<file path="src/rtl/acumulador_pf.sv">
// Sequential IEEE-754 single-precision accumulator that time-multiplexes an external SumaPF adder.
// Define ACUMULADOR_PF_ERR_EN to add a sticky Inf/NaN flag output `err`.
module acumulador_pf #(
  parameter int CNT_W = 5
) (
  input  logic             clk,
  input  logic             rst_n,
  input  logic             start,
  input  logic [CNT_W-1:0] n_terms,
  input  logic             in_valid,
  input  logic [31:0]      in_data,
  output logic             in_ready,
  output logic [31:0]      suma_a,
  output logic [31:0]      suma_b,
  input  logic [31:0]      suma_result,
  output logic             out_valid,
  output logic [31:0]      out_data,
  input  logic             out_ready,
  output logic             busy,
  output logic [CNT_W-1:0] count
`ifdef ACUMULADOR_PF_ERR_EN
  ,
  output logic             err
`endif
);

  localparam logic [1:0] S_IDLE   = 2'd0;
  localparam logic [1:0] S_ACEPTA = 2'd1;
  localparam logic [1:0] S_SUMA   = 2'd2;
  localparam logic [1:0] S_SALIDA = 2'd3;

  logic [1:0]       state_q, state_d;
  logic [31:0]      acc_q, acc_d;
  logic [31:0]      b_q, b_d;
  logic [CNT_W-1:0] n_q, n_d;
  logic [CNT_W-1:0] count_q, count_d;
  logic [CNT_W-1:0] count_inc;
`ifdef ACUMULADOR_PF_ERR_EN
  logic             err_q, err_d;
`endif

  assign count_inc = count_q + CNT_W'(1);

  always_comb begin
    // NOTE: every variable gets a default before the case so no path leaves it unassigned (no latches).
    state_d = state_q;
    acc_d   = acc_q;
    b_d     = b_q;
    n_d     = n_q;
    count_d = count_q;
`ifdef ACUMULADOR_PF_ERR_EN
    err_d   = err_q;
`endif
    case (state_q)
      S_IDLE: begin
        if (start) begin
          n_d     = n_terms;
          acc_d   = '0;
          b_d     = '0;
          count_d = '0;
`ifdef ACUMULADOR_PF_ERR_EN
          err_d   = 1'b0;
`endif
          state_d = (n_terms == '0) ? S_SALIDA : S_ACEPTA;
        end
      end
      S_ACEPTA: begin
        if (in_valid) begin
          // The first term loads the sum directly so the adder never sees a zero operand.
          if (count_q == '0) begin
            acc_d   = in_data;
            count_d = CNT_W'(1);
            state_d = (n_q == CNT_W'(1)) ? S_SALIDA : S_ACEPTA;
          end else begin
            b_d     = in_data;
            state_d = S_SUMA;
          end
        end
      end
      S_SUMA: begin
        acc_d   = suma_result;
        count_d = count_inc;
`ifdef ACUMULADOR_PF_ERR_EN
        err_d   = err_q | (suma_result[30:23] == 8'hFF);
`endif
        state_d = (count_inc == n_q) ? S_SALIDA : S_ACEPTA;
      end
      S_SALIDA: begin
        if (out_ready) state_d = S_IDLE;
      end
      default: state_d = S_IDLE;
    endcase
  end

  // NOTE: sequential state uses non-blocking assignments so all registers update together at the edge.
  always_ff @(posedge clk or negedge rst_n) begin
    if (!rst_n) begin
      state_q <= S_IDLE;
      acc_q   <= '0;
      b_q     <= '0;
      n_q     <= '0;
      count_q <= '0;
`ifdef ACUMULADOR_PF_ERR_EN
      err_q   <= 1'b0;
`endif
    end else begin
      state_q <= state_d;
      acc_q   <= acc_d;
      b_q     <= b_d;
      n_q     <= n_d;
      count_q <= count_d;
`ifdef ACUMULADOR_PF_ERR_EN
      err_q   <= err_d;
`endif
    end
  end

  assign in_ready  = (state_q == S_ACEPTA);
  assign out_valid = (state_q == S_SALIDA);
  assign busy      = (state_q != S_IDLE);
  assign out_data  = acc_q;
  assign suma_a    = acc_q;
  assign suma_b    = b_q;
  assign count     = count_q;
`ifdef ACUMULADOR_PF_ERR_EN
  assign err       = err_q;
`endif

endmodule

</file>
<file path="config.mk">
export PLATFORM = sky130hd
export DESIGN_NAME = acumulador_pf
export DESIGN_NICKNAME = d
export VERILOG_FILES = /design/src/rtl/acumulador_pf.sv
export SDC_FILE = /design/constraint.sdc
export NUM_CORES = 1
export LEC_CHECK = 0
export ABC_CLOCK_PERIOD_IN_PS = 3780
export CAP_MARGIN = 5
export CORE_ASPECT_RATIO = 2
export CORE_MARGIN = 2
export CORE_UTILIZATION = 45
export DETAILED_ROUTE_END_ITERATION = 16
export PLACE_DENSITY = 0.86
export SKIP_CTS_REPAIR_TIMING = 1
export SLEW_MARGIN = 20
export SYNTH_ARGS = -nofsm -noshare
export SYNTH_HDL_FRONTEND = slang
export SYNTH_SLANG_ARGS = --single-unit
export TNS_END_PERCENT = 50
</file>
<file path="constraint.sdc">
create_clock -name clk -period 3.78 [get_ports clk]
set_input_delay 0.378 -clock clk [delete_from_list [all_inputs] [get_ports clk]]
set_output_delay 0.378 -clock clk [all_outputs]
set_load 0.005 [all_outputs]
</file>
# Word level (Yosys, flattened, before mapping)
# Index checks and enable logic that the tools add are counted.
op_classes:
  shift: 0
  n_reduce_logical: 10
  muxes: 19
  bitwise: 0
  n_div: 0
  n_lt_le_gt_ge: 0
  addsub: 1
  n_eq_ne: 10
  n_mul: 0
op_table:
  columns: ["op", "count"]
  rows:
  - ["$mux W32", 5]
  - ["$pmux W32 S3", 1]
  - ["$pmux W32 S2", 1]
  - ["$mux W5", 3]
  - ["$pmux W5 S3", 1]
  - ["$mux W2", 7]
  - ["$logic_not A5 Y1", 2]
  - ["$pmux W2 S4", 1]
  - ["$reduce_and A4 Y1", 2]
  - ["$ne A2 B2 Y1 const B", 3]
  - ["$add A5 B1 Y5 const B", 1]
  - ["$eq A5 B1 Y1 const B", 1]
  - ["$eq A5 B5 Y1", 1]
  - ["$eq A2 B2 Y1 const B", 2]
  - ["$ne A2 B1 Y1 const B", 2]
  - ["$reduce_bool A2 Y1", 2]
  - ["$reduce_and A3 Y1", 1]
  - ["$reduce_bool A3 Y1", 1]
  - ["$eq A2 B1 Y1 const B", 1]
  - ["$logic_not A2 Y1", 1]
  - ["$reduce_and A2 Y1", 1]
word_totals:
  in_bits: 74
  mem_count: 0
  latchBits: 0
  romBits: 0
  mem_bits_rw: 0
  output_inout_bits: 104
  reg_bits: 76

# Longest topological paths before layout
# Gate-level depths: netlist (run 1).
depth:
  word_depth: 5
  depth_mapped: 8
  ltp_nobuf: 6

# Least setup slack after synthesis (run 1)
# Ideal clock, no wire load.
synth_timing:
  path_kind: "register to register"
  from: "register state_q[0]"
  to: "register acc_q[27] (netlist: out_data[27])"
  setup_ns: 0.125
  stages_incl_launch_ff: 9
  arrival_ns: 1.908
  setup_slack_ns: 1.747
  cell_sequence: "dfrtp_1 > inv_1 > ha_1 > nor2b_1 > or2_2 > or2_1 > buf_2 > buf_6 > mux2_4"
synth_via:
  elab_chain_cells: 3
  elab_cells_between_ends: 9
  classes_between: "eq/ne: 5; mux: 1; reduce/logical: 3"
synth_rtl:
  columns: ["element", "line", "rtl"]
  rows:
  - ["start: declaration", "32", "logic [1:0] state_q, state_d;"]
  - ["start signal: assignment", "107", "state_q <= state_d;"]
  - ["$eq A2 B1 Y1 (tied with other cells)", "54", "case (state_q)"]
  - ["$ne A2 B1 Y1 (no source line) (tied with other cells)", null, null]
  - ["$reduce_and A4 Y1 (no source line)", null, null]
  - ["end signal: assignment", "99", "acc_q <= '0;"]
  - ["end signal: assignment", "108", "acc_q <= acc_d;"]
  - ["end: declaration", "33", "logic [31:0] acc_q, acc_d;"]
# Parallel ways exist; a longest one is shown, timed or not.
# A chain may end at the register's enable or synchronous reset.

# Worst setup path in the final report (run 1)
layout_timing:
  from: "register state_q[1]"
  to: "register acc_q[9] (netlist: out_data[9])"
# Same word-level chain as after synthesis.

==> flow_summary.yaml, run 1 <==
floorplan:
  coreArea_mm2: 0.00829
  die-area_mm2: 0.00934
  dieHeight_um: 135
  rows: 47
  start_util_pct: 46.4
  io_pins: 178
  chipWidth_um: 69.4
sta:
  tightest_slew_ns: 0.932
  fmax_ghz: 0.350
  finalSetupTns_ns: 0
  finalHoldViolations: 0
  slew-limit-headroom_pct: 37.9
  setup_viol: 0
  clock_skew_ns: 0.00391
  rsz0062_at_grt: "false"
  period_share_pct: 75.6
  period_minus_slack_ns: 2.86
  slew_viol_final: 0
synth:
  synth_edf_count: 0
  synth_flop_cell: "dfrtp_1"
  synthCells: 356
  synthArstFlopShare_pct: 100
  avgSynthCellArea_um2: 10.8
  ys_ff_latch: 76
  synth_nets: 437
  syn_area_mm2: 0.00384
  synth.distinct_cells: 40
  ys_seq_area_share_pct: 49.5
  ys_warn_count: 0
hold_path:
  hold_path.class: "in -> async"
critical_path:
  crit_required_ns: 3.98
  slowest_delay_ns: 0.75
  r2r_slack_ns: 0.92
  worstPathMaxFanout: 30
  ff2ff_path_depth: 7
  r2r_start: "state_q[1]"
  reg2reg_to: "out_data[9]"
  critPathKind: "reg -> reg"
  critical_path.slowest_cell: "or2_1"
  critPathCaptureType: "flop"
  crit_chain: "inv_1, ha_1, nor2b_1, or2_2, or2_1, buf_4, o21ai_0"
  cp.arrival_ns: 3.05
  cp-start-kind: "flop"
cells_and_area:
  area_delta_synth_final_pct: 47.4
  final_common_cell: "clkdlybuf4s50_1"
  antennaDiodeCount: 0
  nets: 571
  layoutNonFillerInstCount: 593
  final_cell_mix: "clkdlybuf4s50_1, dfrtp_1, a22o_1"
  fin_util_pct: 68.4
  drive_above_1_share_pct: 7.88
drt:
  vias: 3319
  route.antenna.remaining_nets: 0
  route.detailed.vias_per_inst: 5.60
  post-route-drc-count: 0
  postRouteWirelength_um: 11500
  routedWlPerCell_um: 19.4
  first_pass_iters: 5
  drtIter0Drc: 203
global_routing:
  track_usage_pct: 24.7
  grt_pass1_wl_um: 18000
  grt_pass1_vias: 3353
  antenna_found_initial: 0
  overflow: 0
  grt_max_degree: 77
power_and_ir_drop:
  max-vdd-ir-drop_v: 0.000389
  p_per_area_mw_per_mm2: 757
  p_leak_nw: 2.43
placement:
  numPortBuffers: 177
  dp_hpwl_um: 8490
  place.gp.congestion: 0.858
  post-place-cells: 577
run:
  maxCapViolations: 0
clock_tree:
  clkTransAtPathRegs_ns: 0.06
  clkLatencyLatePin_ns: 0.33
  cts_buffer_depth: 2
  htreeDepth: 3
  cts_buffers: 9
  cts_tree: "built"
  clock_sinks: 76
  cts-root-buf: "clkbuf_16"
outcome:
  status: "completed"
==> metrics by stage <==
| step | hold slack [ns] | cell area, um2 | setup WS (ns) | total power (W) |
|---|---|---|---|---|
| after floorplan | 0.0824 | 3840 | 1.75 | 0.00251 |
| after global placement | 0.482 | 5400 | 1.02 | 0.00347 |
| after detailed placement | 0.483 | 5400 | 0.967 | 0.00352 |
| after CTS | 0.229 | 5670 | 0.924 | 0.00432 |
| after global routing | 0.271 | 5670 | 0.654 | 0.00454 |
| final | 0.176 | 5670 | 0.921 | 0.00429 |
==> cells by family after synthesis <==
| logic type | Yosys count | synth area share [%] |
|---|---|---|
| xor gates and xnor gates | 7 | 1.95 |
| muxes | 13 | 3.90 |
| adders and majority gates | 7 | 2.28 |
| buffers and inverters | 66 | 10.7 |
| and+or+nand+nor | 54 | 7.32 |
| AOI/OAI and AO/OA | 133 | 24.4 |
| DFF | 76 | 49.5 |
==> synth_stat cells, types with 5 or more instances <==
| master | instances | area share (%) |
|---|---|---|
| nand2_1 | 28 | 2.7 |
| dfrtp_1 | 76 | 49 |
| a22o_1 | 65 | 15 |
| ha_1 | 7 | 2.3 |
| buf_4 | 32 | 6.2 |
| mux2_2 | 12 | 3.5 |
| buf_6 | 5 | 1.5 |
| o21ai_0 | 55 | 7.2 |
| clkbuf_1 | 15 | 1.5 |
| inv_1 | 6 | 0.59 |
==> power by group <==
group	switching, W	internal (W)	total (W)
registers	0.000250	0.00111	0.00136
clock network	0.000316	0.000460	0.000776
logic	0.000948	0.00120	0.00215
==> flip-flops by register name, indices dropped and copies added (netlist names) <==
register / flops
count: 5
n_q: 5
out_data: 32
state_q: 2
suma_b: 32
==> final cells by class <==
class                      count  area (um2)
clock buffer                  12         246
clock inverter                 4        25.0
fill                         648        2620
inverter                       6        22.5
multi-input combinational    214        1540
sequential                    76        1900
tap                           98         123
timing repair buffer         183        1810
==> critical path, delay by kind of cell, from the launching register on <==
family                   cells  cell delay, ns
AND/OR/NAND/NOR              3            1.50
buffers and inverters        2            0.46
flip-flops                   1            0.40
adder cells (fa/ha/maj)      1            0.24
AO/OA/AOI/OAI                1            0.12
==> how the worst max path moves through the flow <==
stage | endpoint | start | cells after the start | slack [ns]
final | out_data[9] | state_q[1] | 7 | 0.92
after global routing | out_data[9] | state_q[1] | 7 | 0.65
after CTS | out_data[9] | state_q[1] | 7 | 0.92
after detailed placement | out_data[9] | state_q[1] | 7 | 0.97
after global placement | out_data[29] | start | 5 | 1.02
after floorplan | out_data[27] | state_q[0] | 8 | 1.75
==> per-layer routing <==
metal,vias to the layer above,wire [um],GRT usage [%]
li1,1528,-,-
met1,1628,4090,27.3
met2,144,6510,46.0
met3,19,652,5.15
met4,0,274,9.04
met5,-,0,0
No activity file was read; power rests on OpenSTA's default activity.
==> run 2: changes to the inputs <==
Settings changed: ABC_CLOCK_PERIOD_IN_PS 3780 to 2800, CORE_UTILIZATION 45 to 42, PLACE_DENSITY 0.86 to 0.81.
Clock period 3.78 ns to 2.8 ns, I/O delays scaled along.
==> flow_summary.yaml, run 2 (same netlist as run 1, synthesis figures left out) <==
floorplan:
  coreArea_mm2: 0.00895
  rows: 49
  die-area_mm2: 0.00998
  io_pins: 178
  start_util_pct: 43.0
  dieHeight_um: 139
  chipWidth_um: 71.7
critical_path:
  crit_chain: "inv_1, ha_1, or4b_4, and4b_1, buf_4, a22o_1"
  path_buf_inv: 2
  crit_required_ns: 3.03
  critical_path.slowest_cell: "or4b_4"
  critPathKind: "reg -> reg"
  critPathCaptureType: "flop"
  cp-start-kind: "flop"
  critical_path.top_delay_family: "simple AND/OR/NAND/NOR gates"
  cp.arrival_ns: 2.46
  slowest_delay_ns: 0.48
  worstPathMaxFanout: 22
hold_path:
  hold_path.class: "in -> async"
clock_tree:
  cts-root-buf: "clkbuf_16"
  cts_tree: "built"
  htreeDepth: 3
  cts_buffers: 9
  clkLatencyLatePin_ns: 0.34
  clock_sinks: 76
  cts_buffer_depth: 2
  clkTransAtPathRegs_ns: 0.06
drt:
  first_pass_iters: 5
  postRouteWirelength_um: 11800
  drtIter0Drc: 252
  routedWlPerCell_um: 19.7
  post-route-drc-count: 0
  vias: 3450
  route.antenna.remaining_nets: 0
  route.detailed.vias_per_inst: 5.73
sta:
  rsz0062_at_grt: "false"
  setup_viol: 0
  clock_skew_ns: 0.00636
  period_share_pct: 79.9
  finalHoldViolations: 0
  period_minus_slack_ns: 2.24
  whs_ns: 0.0704
  fmax_ghz: 0.447
  finalSetupTns_ns: 0
  tightest_slew_ns: 0.947
  slew_viol_final: 0
  slew-limit-headroom_pct: 36.9
  fin_ws_ns: 0.563
placement:
  place.gp.congestion: 0.856
  place_ws_ns: 0.572
  dp_hpwl_um: 8650
  numPortBuffers: 177
power_and_ir_drop:
  p_per_area_mw_per_mm2: 1060
  max-vdd-ir-drop_v: 0.000702
  p_leak_nw: 2.49
cells_and_area:
  final_common_cell: "clkdlybuf4s50_1"
  fin_util_pct: 64.7
  regArea_mm2: 0.00190
  n_fill_cell: 694
  final_cell_mix: "clkdlybuf4s50_1, dfrtp_1, a22o_1"
  drive_above_1_share_pct: 9.20
  antennaDiodeCount: 0
  area_delta_synth_final_pct: 50.6
  multi_input_area_mm2: 0.00154
  nets: 576
run:
  maxCapViolations: 0
global_routing:
  overflow: 0
  grt-busiest-layer: "met2"
  grt_max_degree: 77
  use_met1_pct: 28.6
  grt_pass1_vias: 3538
  use_met2_pct: 42.0
  track_usage_pct: 24.4
  grt_use_met3_pct: 4.06
  grt_pass1_wl_um: 18800
  antenna_found_initial: 0
outcome:
  status: "completed"
-- run 2: cell count changes in the layout (fill, tap and decap cells not counted) --
cell       delta
buf_4         +4
bufinv_16     +2
clkbuf_1      -2
clkinv_2      -2
buf_12        +1
clkbuf_8      +1
clkinv_4      +1
-- run 2: power by group --
group | internal, W | switching (W)
Clock | 0.000830 | 0.000459
Combinational | 0.00170 | 0.00134
Sequential | 0.00150 | 0.000332
-- run 2: through the flow --
stage / cell area (um2) / power, W / std cells
final: 5790 / 0.00616 / 602
after global routing: 5790 / 0.00651 / 602
after CTS: 5790 / 0.00618 / 602
after detailed placement: 5450 / 0.00487 / 586
after global placement: 5450 / 0.00480 / 586
after floorplan: 3840 / 0.00339 / 356
-- run 2: worst reg2reg max path, delay by kind of cell, from the launching register on --
kind	cells	cell delay (ns)
simple gates	2	0.86
flops	1	0.45
buf+inv	2	0.38
compound gates	1	0.26
fa+ha+maj	1	0.17
-- run 2: per-layer routing --
layer	routed length, um	part of all wire (%)
met3	571	4.8
met2	6440	54
met1	4340	37
met5	0	0
met4	499	4.2
-- run 2: area by class of cell --
cell class                 instances  area share, %
tap                              102           2.20
sequential                        76           32.9
clock buffer                      11           4.37
inverter                           6          0.389
clock inverter                     5           1.45
timing repair buffer             188           32.2
multi-input combinational        214           26.5
-- run 2: worst paths after layout --
| path | from | slack (ns) | end | cells after the start |
|---|---|---|---|---|
| max in group asynchronous | rst_n | 2.10 | suma_b[26] | 1 |
| max | count[0] | 0.56 | suma_b[1] | 6 |
| min reg2reg | suma_b[15] | 0.50 | suma_b[15] | 1 |
| min in group clk | suma_b[15] | 0.50 | suma_b[15] | 1 |
| max reg2reg | count[0] | 0.56 | suma_b[1] | 6 |
| min | rst_n | 0.07 | n_q[0] | 1 |
